--- src/rtl/cnn_layer_accel_octo_datain_feeder_pkg.sv ---
// Shared definitions for the octo datain feeder: state encodings, tag payload, CW derivation.
package cnn_layer_accel_octo_datain_feeder_pkg;

    localparam int unsigned FD_STATE_W = 4;

    localparam logic [FD_STATE_W-1:0] ST_FD_IDLE = 4'b0001;
    localparam logic [FD_STATE_W-1:0] ST_FD_SEQ  = 4'b0010;
    localparam logic [FD_STATE_W-1:0] ST_FD_PIX  = 4'b0100;
    localparam logic [FD_STATE_W-1:0] ST_FD_DONE = 4'b1000;

    typedef struct packed {
        logic seq;
        logic pix;
    } fd_tag_t;

    // Row/column index width used by the octo BRAM controller.
    function automatic int unsigned fd_cw(input int unsigned depth);
        return $clog2(depth) - 1;
    endfunction

endpackage

--- src/rtl/cnn_layer_accel_hold_reg.sv ---
// Single-entry holding stage: word, tags and valid stay put until transferred.
module cnn_layer_accel_hold_reg
    import cnn_layer_accel_octo_datain_feeder_pkg::*;
#(
    parameter int unsigned W = 16
) (
    input  logic         clk,
    input  logic         rst,
    input  logic         load,
    input  logic         xfer,
    input  logic [W-1:0] load_data,
    input  fd_tag_t      load_tag,
    output logic         valid,
    output logic [W-1:0] data,
    output fd_tag_t      tag
);

    // Load wins over transfer so a same-cycle transfer+refill keeps the stage full.
    always_ff @(posedge clk) begin
        if (rst) begin
            valid <= 1'b0;
            data  <= '0;
            tag   <= '0;
        end else if (load) begin
            valid <= 1'b1;
            data  <= load_data;
            tag   <= load_tag;
        end else if (xfer) begin
            valid <= 1'b0;
            tag   <= '0;
        end
    end

endmodule

--- src/rtl/cnn_layer_accel_octo_datain_feeder.sv ---
// Streams one map's sequencer words then padded pixel rows from a FWFT FIFO to the octo BRAM controller.
module cnn_layer_accel_octo_datain_feeder
    import cnn_layer_accel_octo_datain_feeder_pkg::*;
#(
    parameter  int unsigned C_DATA_WIDTH    = 16,
    parameter  int unsigned C_BRAM_DEPTH    = 1024,
    parameter  int unsigned C_SEQ_CNT_WIDTH = 12,
    localparam int unsigned CW              = fd_cw(C_BRAM_DEPTH)
) (
    input  logic                       clk,
    input  logic                       rst,
    input  logic                       start,
    input  logic [C_SEQ_CNT_WIDTH-1:0] cfg_num_seq_words,
    input  logic [CW-1:0]              cfg_last_col,
    input  logic [CW-1:0]              cfg_last_row,
    input  logic                       src_valid,
    input  logic [C_DATA_WIDTH-1:0]    src_data,
    output logic                       src_rden,
    output logic                       new_map,
    output logic                       datain_valid,
    output logic [C_DATA_WIDTH-1:0]    datain,
    output logic                       seq_datain_tag,
    output logic                       pixel_datain_tag,
    input  logic                       seq_datain_rdy,
    input  logic                       pixel_datain_rdy,
    output logic                       busy,
    output logic                       done
);

    localparam int unsigned SW = C_SEQ_CNT_WIDTH;

    logic [FD_STATE_W-1:0] state;
    logic [FD_STATE_W-1:0] state_next;
    logic [SW-1:0]         num_seq_q;
    logic [SW-1:0]         seq_sent;
    logic [CW-1:0]         last_col_q;
    logic [CW-1:0]         last_row_q;
    logic [CW-1:0]         col;
    logic [CW-1:0]         row;

    logic    stage_valid;
    fd_tag_t stage_tag;
    fd_tag_t load_tag;
    logic    load;
    logic    load_en;
    logic    xfer;
    logic    seq_more;
    logic    seq_final;
    logic    pix_last;
    logic    start_map;

    assign xfer      = stage_valid && ((stage_tag.seq && seq_datain_rdy) ||
                                       (stage_tag.pix && pixel_datain_rdy));
    // Words still to fetch this phase, counting a transfer completing this cycle.
    assign seq_more  = ({1'b0, seq_sent} + (SW+1)'(xfer)) < {1'b0, num_seq_q};
    assign seq_final = ({1'b0, seq_sent} + (SW+1)'(1)) == {1'b0, num_seq_q};
    assign pix_last  = (col == last_col_q) && (row == last_row_q);
    assign start_map = (state == ST_FD_IDLE) && start;
    assign load_en   = load && !rst;
    assign src_rden  = load_en;

    assign datain_valid     = stage_valid;
    assign seq_datain_tag   = stage_tag.seq;
    assign pixel_datain_tag = stage_tag.pix;

    cnn_layer_accel_hold_reg #(
        .W (C_DATA_WIDTH)
    ) u_hold (
        .clk       (clk),
        .rst       (rst),
        .load      (load_en),
        .xfer      (xfer),
        .load_data (src_data),
        .load_tag  (load_tag),
        .valid     (stage_valid),
        .data      (datain),
        .tag       (stage_tag)
    );

    // Next state and stage load control.
    always_comb begin
        state_next = state;
        load       = 1'b0;
        load_tag   = '0;
        case (state)
            ST_FD_IDLE: begin
                if (start) state_next = ST_FD_SEQ;
            end
            ST_FD_SEQ: begin
                load_tag.seq = 1'b1;
                load         = src_valid && (!stage_valid || xfer) && seq_more;
                if ((xfer && seq_final) || (!stage_valid && (seq_sent == num_seq_q)))
                    state_next = ST_FD_PIX;
            end
            ST_FD_PIX: begin
                load_tag.pix = 1'b1;
                load         = src_valid && (!stage_valid || (xfer && !pix_last));
                if (xfer && pix_last) state_next = ST_FD_DONE;
            end
            ST_FD_DONE: begin
                state_next = ST_FD_IDLE;
            end
            default: begin
                state_next = ST_FD_IDLE;
            end
        endcase
    end

    // State, registered status outputs, configuration and counters.
    always_ff @(posedge clk) begin
        if (rst) begin
            state      <= ST_FD_IDLE;
            new_map    <= 1'b0;
            done       <= 1'b0;
            busy       <= 1'b0;
            num_seq_q  <= '0;
            last_col_q <= '0;
            last_row_q <= '0;
            seq_sent   <= '0;
            col        <= '0;
            row        <= '0;
        end else begin
            state   <= state_next;
            new_map <= start_map;
            done    <= (state_next == ST_FD_DONE);
            busy    <= (state_next != ST_FD_IDLE);
            if (start_map) begin
                num_seq_q  <= cfg_num_seq_words;
                last_col_q <= cfg_last_col;
                last_row_q <= cfg_last_row;
                seq_sent   <= '0;
                col        <= '0;
                row        <= '0;
            end
            if ((state == ST_FD_SEQ) && xfer) seq_sent <= seq_sent + SW'(1);
            if ((state == ST_FD_PIX) && xfer) begin
                if (pix_last) begin
                    col <= '0;
                    row <= '0;
                end else if (col == last_col_q) begin
                    col <= '0;
                    row <= row + CW'(1);
                end else begin
                    col <= col + CW'(1);
                end
            end
        end
    end

`ifndef SYNTHESIS
    logic    stall_q;
    logic [C_DATA_WIDTH-1:0] data_q;
    fd_tag_t tag_q;

    always_ff @(posedge clk) begin
        if (rst) begin
            stall_q <= 1'b0;
            data_q  <= '0;
            tag_q   <= '0;
        end else begin
            stall_q <= stage_valid && !xfer;
            data_q  <= datain;
            tag_q   <= stage_tag;
        end
    end

    // Protocol checks: exclusive tags, and a stalled word must hold unchanged.
    always_ff @(posedge clk) begin
        if (!rst) begin
            assert (!(stage_tag.seq && stage_tag.pix));
            if (stall_q) assert (stage_valid && (datain == data_q) && (stage_tag == tag_q));
        end
    end
`endif

endmodule

--- config.mk ---
export PLATFORM = sky130hd
export DESIGN_NAME = cnn_layer_accel_octo_datain_feeder
export DESIGN_NICKNAME = d
export VERILOG_FILES = /design/src/rtl/cnn_layer_accel_octo_datain_feeder_pkg.sv /design/src/rtl/cnn_layer_accel_hold_reg.sv /design/src/rtl/cnn_layer_accel_octo_datain_feeder.sv
export SDC_FILE = /design/constraint.sdc
export NUM_CORES = 1
export LEC_CHECK = 0
export BUFFER_PORTS_ARGS = -buffer_cell sky130_fd_sc_hd__buf_2
export CORE_MARGIN = 4
export CORE_UTILIZATION = 50
export CTS_BUF_LIST = sky130_fd_sc_hd__clkbuf_16
export DETAILED_ROUTE_END_ITERATION = 12
export MAX_ROUTING_LAYER = met4
export PLACE_DENSITY_LB_ADDON = 0.15
export SYNTH_ARGS = -nofsm -noshare
export SYNTH_HDL_FRONTEND = slang
export SYNTH_SLANG_ARGS = --single-unit
--- constraint.sdc ---
create_clock -name clk -period 13.94 [get_ports clk]
set_input_delay 3.485 -clock clk [delete_from_list [all_inputs] [get_ports clk]]
set_output_delay 3.485 -clock clk [all_outputs]
set_load 0.01 [all_outputs]
* Yosys cells after proc, flatten, opt, wreduce, memory -nomap -nowiden
Cells that the tools add are included.
** Cells by class
- Add/sub/neg operators :: 5
- Multipliers :: 0
- Divide/modulo/power cells :: 0
- Magnitude comparators :: 1
- Equality and inequality tests :: 9
- Shifts and indexed selects :: 0
- Mux-type cells :: 21
- Bitwise operators :: 0
- Reduce and logical (&&, ||, !) cells :: 25
** Operators with widths (count)
- 2-to-1 mux 9 bit :: 8
- 2-to-1 mux 12 bit :: 2
- adder 9 x 1 -> 9 bit (second input constant) :: 2
- equality test 9 bit :: 2
- logical AND 1 bit :: 15
- adder 12 x 1 -> 13 bit :: 1
- adder 12 x 1 -> 13 bit (second input constant) :: 1
- equality test 13 x 12 -> 1 bit :: 1
- less-than comparator 13 x 12 -> 1 bit :: 1
- adder 12 x 1 -> 12 bit (second input constant) :: 1
- equality test 12 bit :: 1
- 2-to-1 mux 4 bit :: 3
- case mux 4 bit (3 select lines) :: 1
- nonzero test 2 bit :: 3
- equality test 4 x 1 -> 1 bit (second input constant) :: 1
- equality test 4 x 2 -> 1 bit (second input constant) :: 1
- equality test 4 x 3 -> 1 bit (second input constant) :: 1
- equality test 4 bit (second input constant) :: 1
- logical OR 1 bit :: 4
- 2-to-1 mux 1 bit :: 4
- 2-to-1 mux 2 bit :: 2
- inequality test 4 x 1 -> 1 bit (second input constant) :: 1
- logical NOT 1 bit :: 3
- case mux 1 bit (2 select lines) :: 1
** Storage, ports and cells
- Register bits :: 86
- Bits in latches :: 0
- Memory bits (writable) :: 0
- Memory bits (read-only) :: 0
- Bits of input ports :: 52
- Memories kept :: 0

* Logic depth before layout (Yosys ltp)
- Depth after elaboration :: 9
- Gate-level depth with buffers :: 17

* Modules after synthesis
Synthesis repeated with hierarchy kept, for this count alone.
** Unflattened totals
- Cell total of the unflattened synthesis :: 558
- Area total of the unflattened synthesis :: 4551.9 um2
** Modules (own cells, without submodules)
- cnn_layer_accel_octo_datain_feeder :: instances 1, cells an instance 494, area an instance 3860.0 um2, sequential area each 1341.3 um2
- cnn_layer_accel_hold_reg :: instances 1, cells an instance 64, area an instance 691.9 um2, sequential area each 380.4 um2

* Least setup slack after synthesis
Ideal clock, no wire load.
- Kind :: in2out
- From :: input pixel_datain_rdy
- To :: output src_rden
- Arrival time :: 6208 ps
- Data required time :: 10455 ps
- Setup slack :: 4247 ps
- Cell stages on the path :: 15
- Buffers on the path :: 2
- Cell sequence :: a22o_1 nand2_1 inv_1 ha_1 ha_1 nand3_1 nor2_1 xor2_1 ha_1 nand4_1 a2111oi_0 o21ba_1 buf_2 buf_6 inv_1
** On the way
- Word-level cells in the longest chain between the ends :: 8
- Elaborated cells on any way between the ends :: 13
- Those cells by class :: 1 x add/sub; 1 x order compare; 1 x mux; 10 x reduce/logical
** RTL lines
- from (decl) :: RTL line cnn_layer_accel_octo_datain_feeder.sv:25 : input logic pixel_datain_rdy,
- logical AND 1 bit (*) :: RTL line cnn_layer_accel_octo_datain_feeder.sv:53 : (stage_tag.pix && pixel_datain_rdy));
- logical OR 1 bit (*) :: RTL line cnn_layer_accel_octo_datain_feeder.sv:52 : assign xfer = stage_valid && ((stage_tag.seq && seq_datain_rdy) ||
- logical AND 1 bit (*) :: RTL line cnn_layer_accel_octo_datain_feeder.sv:52
- adder 12 x 1 -> 13 bit, or another cell as far along :: RTL line cnn_layer_accel_octo_datain_feeder.sv:55 : assign seq_more = ({1'b0, seq_sent} + (SW+1)'(xfer)) < {1'b0, num_seq_q};
- less-than comparator 13 x 12 -> 1 bit, or another cell as far along :: RTL line cnn_layer_accel_octo_datain_feeder.sv:55
- logical AND 1 bit, on equally long branches :: RTL line cnn_layer_accel_octo_datain_feeder.sv:91, cnn_layer_accel_octo_datain_feeder.sv:97
- case mux 1 bit (2 select lines) (*) :: RTL line cnn_layer_accel_octo_datain_feeder.sv:85 : case (state)
- logical AND 1 bit (*) :: RTL line cnn_layer_accel_octo_datain_feeder.sv:59 : assign load_en = load && !rst;
- to (decl) :: RTL line cnn_layer_accel_octo_datain_feeder.sv:18 : output logic src_rden,
Mark *: on every way between the ends. The rest lies on a longest branch, timed or not.

* Worst setup path after layout
Same ends and word-level chain as after synthesis.

==> results.json <==
{
  "worstPathMaxFanout": 18,
  "drt_pass1_iterations": 4,
  "period_share": 0.756,
  "die_x_um": 105,
  "vias_per_cell": 5.62,
  "synth-seq-area-share": 0.369,
  "yosysWarnings": 0,
  "cts_inserted_buffers": 9,
  "final_cells": 737,
  "place_ws_ps": 3430,
  "max_freq_ghz": 0.0948,
  "crit_type": "input pin to output port",
  "die_h_um": 105,
  "yosys-top-cells-area": "dfxtp_1 37%, nand2_1 6.9%, xnor2_1 6.4%",
  "antenna_found_initial": 0,
  "nets": 690,
  "cts_tree": "yes",
  "drtAntennaViolNets": 0,
  "rsz0062_at_grt": "no",
  "min_period_ps": 10540,
  "dr_wl_met2_um": 5720,
  "area_delta_synth_final_pct": 16.0,
  "num_rows": 35,
  "worst_slew_pin_slew_ps": 903,
  "io_buffers": 74,
  "drc_errors": 0,
  "worstSkewPairLatency_ps": 340,
  "grt_max_degree": 84,
  "maxSlewViolCount": 0,
  "stdcell_area_um2": 5420,
  "yosys.area.top_type": "dfxtp_1",
  "hold_path_class": "flip-flop to flip-flop",
  "rr_endpoint": "u_hold.data[0]",
  "synthesis.nets": 632,
  "grt_overflow": 0,
  "synthDominantCellAreaShare": 0.369,
  "finalSetupTns_ps": 0,
  "die_area_um2": 11000,
  "coreArea_um2": 9150,
  "reg2reg_slack_ps": 9790,
  "htree_levels": 3,
  "route.met3.wl_um": 538,
  "synth-edff-count": 0,
  "finalSetupViolations": 0,
  "drive_gt1_frac": 0.196,
  "cap_violations": 0,
  "met1Wirelength_um": 5120,
  "first_global_vias": 3877,
  "fin_ws_ps": 3400,
  "cts_buffer_depth": 2,
  "skew_ps": 7.32,
  "dp.cells": 721,
  "clk_pin_slew_ps": 70,
  "postCtsResizedCells": 0,
  "crit_arrival_ps": 7060,
  "ioPinCount": 75,
  "final_hold_viol_count": 0,
  "min_path_cells": 2,
  "grt_pass1_wl_um": 19000,
  "status": "completed",
  "ys_seq_elements": 86,
  "top_layer": "met4",
  "cts.sinks": 86,
  "p_leak_uw": 0.00229,
  "min_from": "last_row_q[0]",
  "r2r_start": "u_hold.tag[0]",
  "drt_wl_total_um": 11500,
  "synthFlopType": "dfxtp_1",
  "synthArstFlopShare": 0,
  "cts_setup_buffers": 0,
  "syn_inst": 563,
  "wire_per_inst_um": 15.6,
  "synth_cell_types": 59,
  "startpoint_type": "input pin",
  "grt_use_total": 0.217,
  "vias": 4144,
  "syn_area_um2": 4670,
  "synth_area_per_cell_um2": 8.30,
  "gp_congestion": 0.937,
  "mostFrequentLayoutCells": "86 x nand2_1, 86 x dfxtp_1, 74 x buf_2, 54 x a21oi_1, 34 x xnor2_1",
  "cts_hold_buf": 0,
  "max_slew_margin": 0.398,
  "totalPowerFinal_uw": 586,
  "holdPathEnd": "last_row_q[0]",
  "start_util": 0.510,
  "num_antenna_cells": 0,
  "reg2regPathDepth": 13,
  "power_density_nw_per_um2": 108,
  "ir_drop_v": 0.0000684,
  "hpwlAfterDp_um": 8230,
  "end_kind": "output port",
  "detailed_place.area_um2": 5090,
  "root_buffer": "clkbuf_16",
  "cp.required_ps": 10450,
  "drtIter0Drc": 164
}
layout make-up:
cell class              instances  area [µm²]
clock buffers                   9         225
inverters                      20        75.1
fillers                       844        3740
multi-input cells             424        2740
flip-flops and latches         86        1720
repair buffers                 80         415
clock inverters                 7         101
well taps                     111         139
flip-flops by register name, indices dropped and copies added (netlist names), 2 cells and up:
name / cells
last_col_q: 9
seq_sent: 12
u_hold.tag: 2
u_hold.data: 16
state: 4
row: 9
last_row_q: 9
num_seq_q: 12
col: 9
power by group:
part | switching (µW) | total (µW) | internal [µW]
logic | 36.2 | 61.3 | 25.0
registers | 6.72 | 260 | 253
clock network | 105 | 265 | 160
total | 148 | 586 | 438
logic make-up after synthesis:
| family | count (synthesis) | share of synthesized area |
|---|---|---|
| compound gates | 108 | 0.141 |
| simple gates | 232 | 0.259 |
| buf+inv | 53 | 0.0463 |
| xor+xnor | 51 | 0.0956 |
| mux | 16 | 0.0439 |
| flops | 86 | 0.369 |
| fa+ha+maj | 17 | 0.0455 |
how the worst max path moves through the flow:
| stage | cells past startpoint | slack (ps) | end | from |
|---|---|---|---|---|
| after floorplan | 15 | 4250 | src_rden | pixel_datain_rdy |
| after detailed placement | 15 | 3430 | src_rden | pixel_datain_rdy |
| after global routing | 15 | 3050 | src_rden | pixel_datain_rdy |
| final | 15 | 3400 | src_rden | pixel_datain_rdy |
| after global placement | 15 | 3460 | src_rden | pixel_datain_rdy |
| after CTS | 15 | 3390 | src_rden | pixel_datain_rdy |
Yosys cell counts, types with 3 or more instances:
cell / instances
nor4_2: 3
clkbuf_1: 28
ha_1: 17
a21oi_1: 54
nor3_1: 12
or4_1: 3
a211oi_1: 3
or2_2: 4
mux2_2: 8
nor2b_1: 16
a31oi_1: 6
a21o_1: 3
mux2_4: 7
nand2_1: 86
and2_1: 3
nand4_1: 13
nor4_1: 5
nor2_1: 27
nand3_1: 23
dfxtp_1: 86
and3_1: 9
xor2_1: 17
inv_1: 20
o21ai_1: 5
a311oi_1: 7
o21ai_0: 11
xnor2_1: 34
or3_1: 8
a22o_1: 3
critical path: stages:
cell	delay, ps
buf_2	100
a22o_1	260
nand2_1	140
inv_1	80
ha_1	210
ha_1	210
nand3_1	120
nor2_1	90
xor2_1	170
ha_1	330
nand4_1	120
a2111oi_0	640
o21ba_1	840
inv_1	80
buf_2	170
per-layer routing:
metal | global-route usage | vias up
li1 | - | 2090
met1 | 0.270 | 1939
met2 | 0.362 | 108
met3 | 0.0401 | 7
met4 | 0.0609 | 0
met5 | - | -
through the flow:
stage	hold WS, ps	util
after global placement	445	0.556
after CTS	466	0.592
after detailed placement	457	0.556
final	468	0.592
after global routing	493	0.592
after floorplan	448	-
No activity file was read; power rests on OpenSTA's default activity.
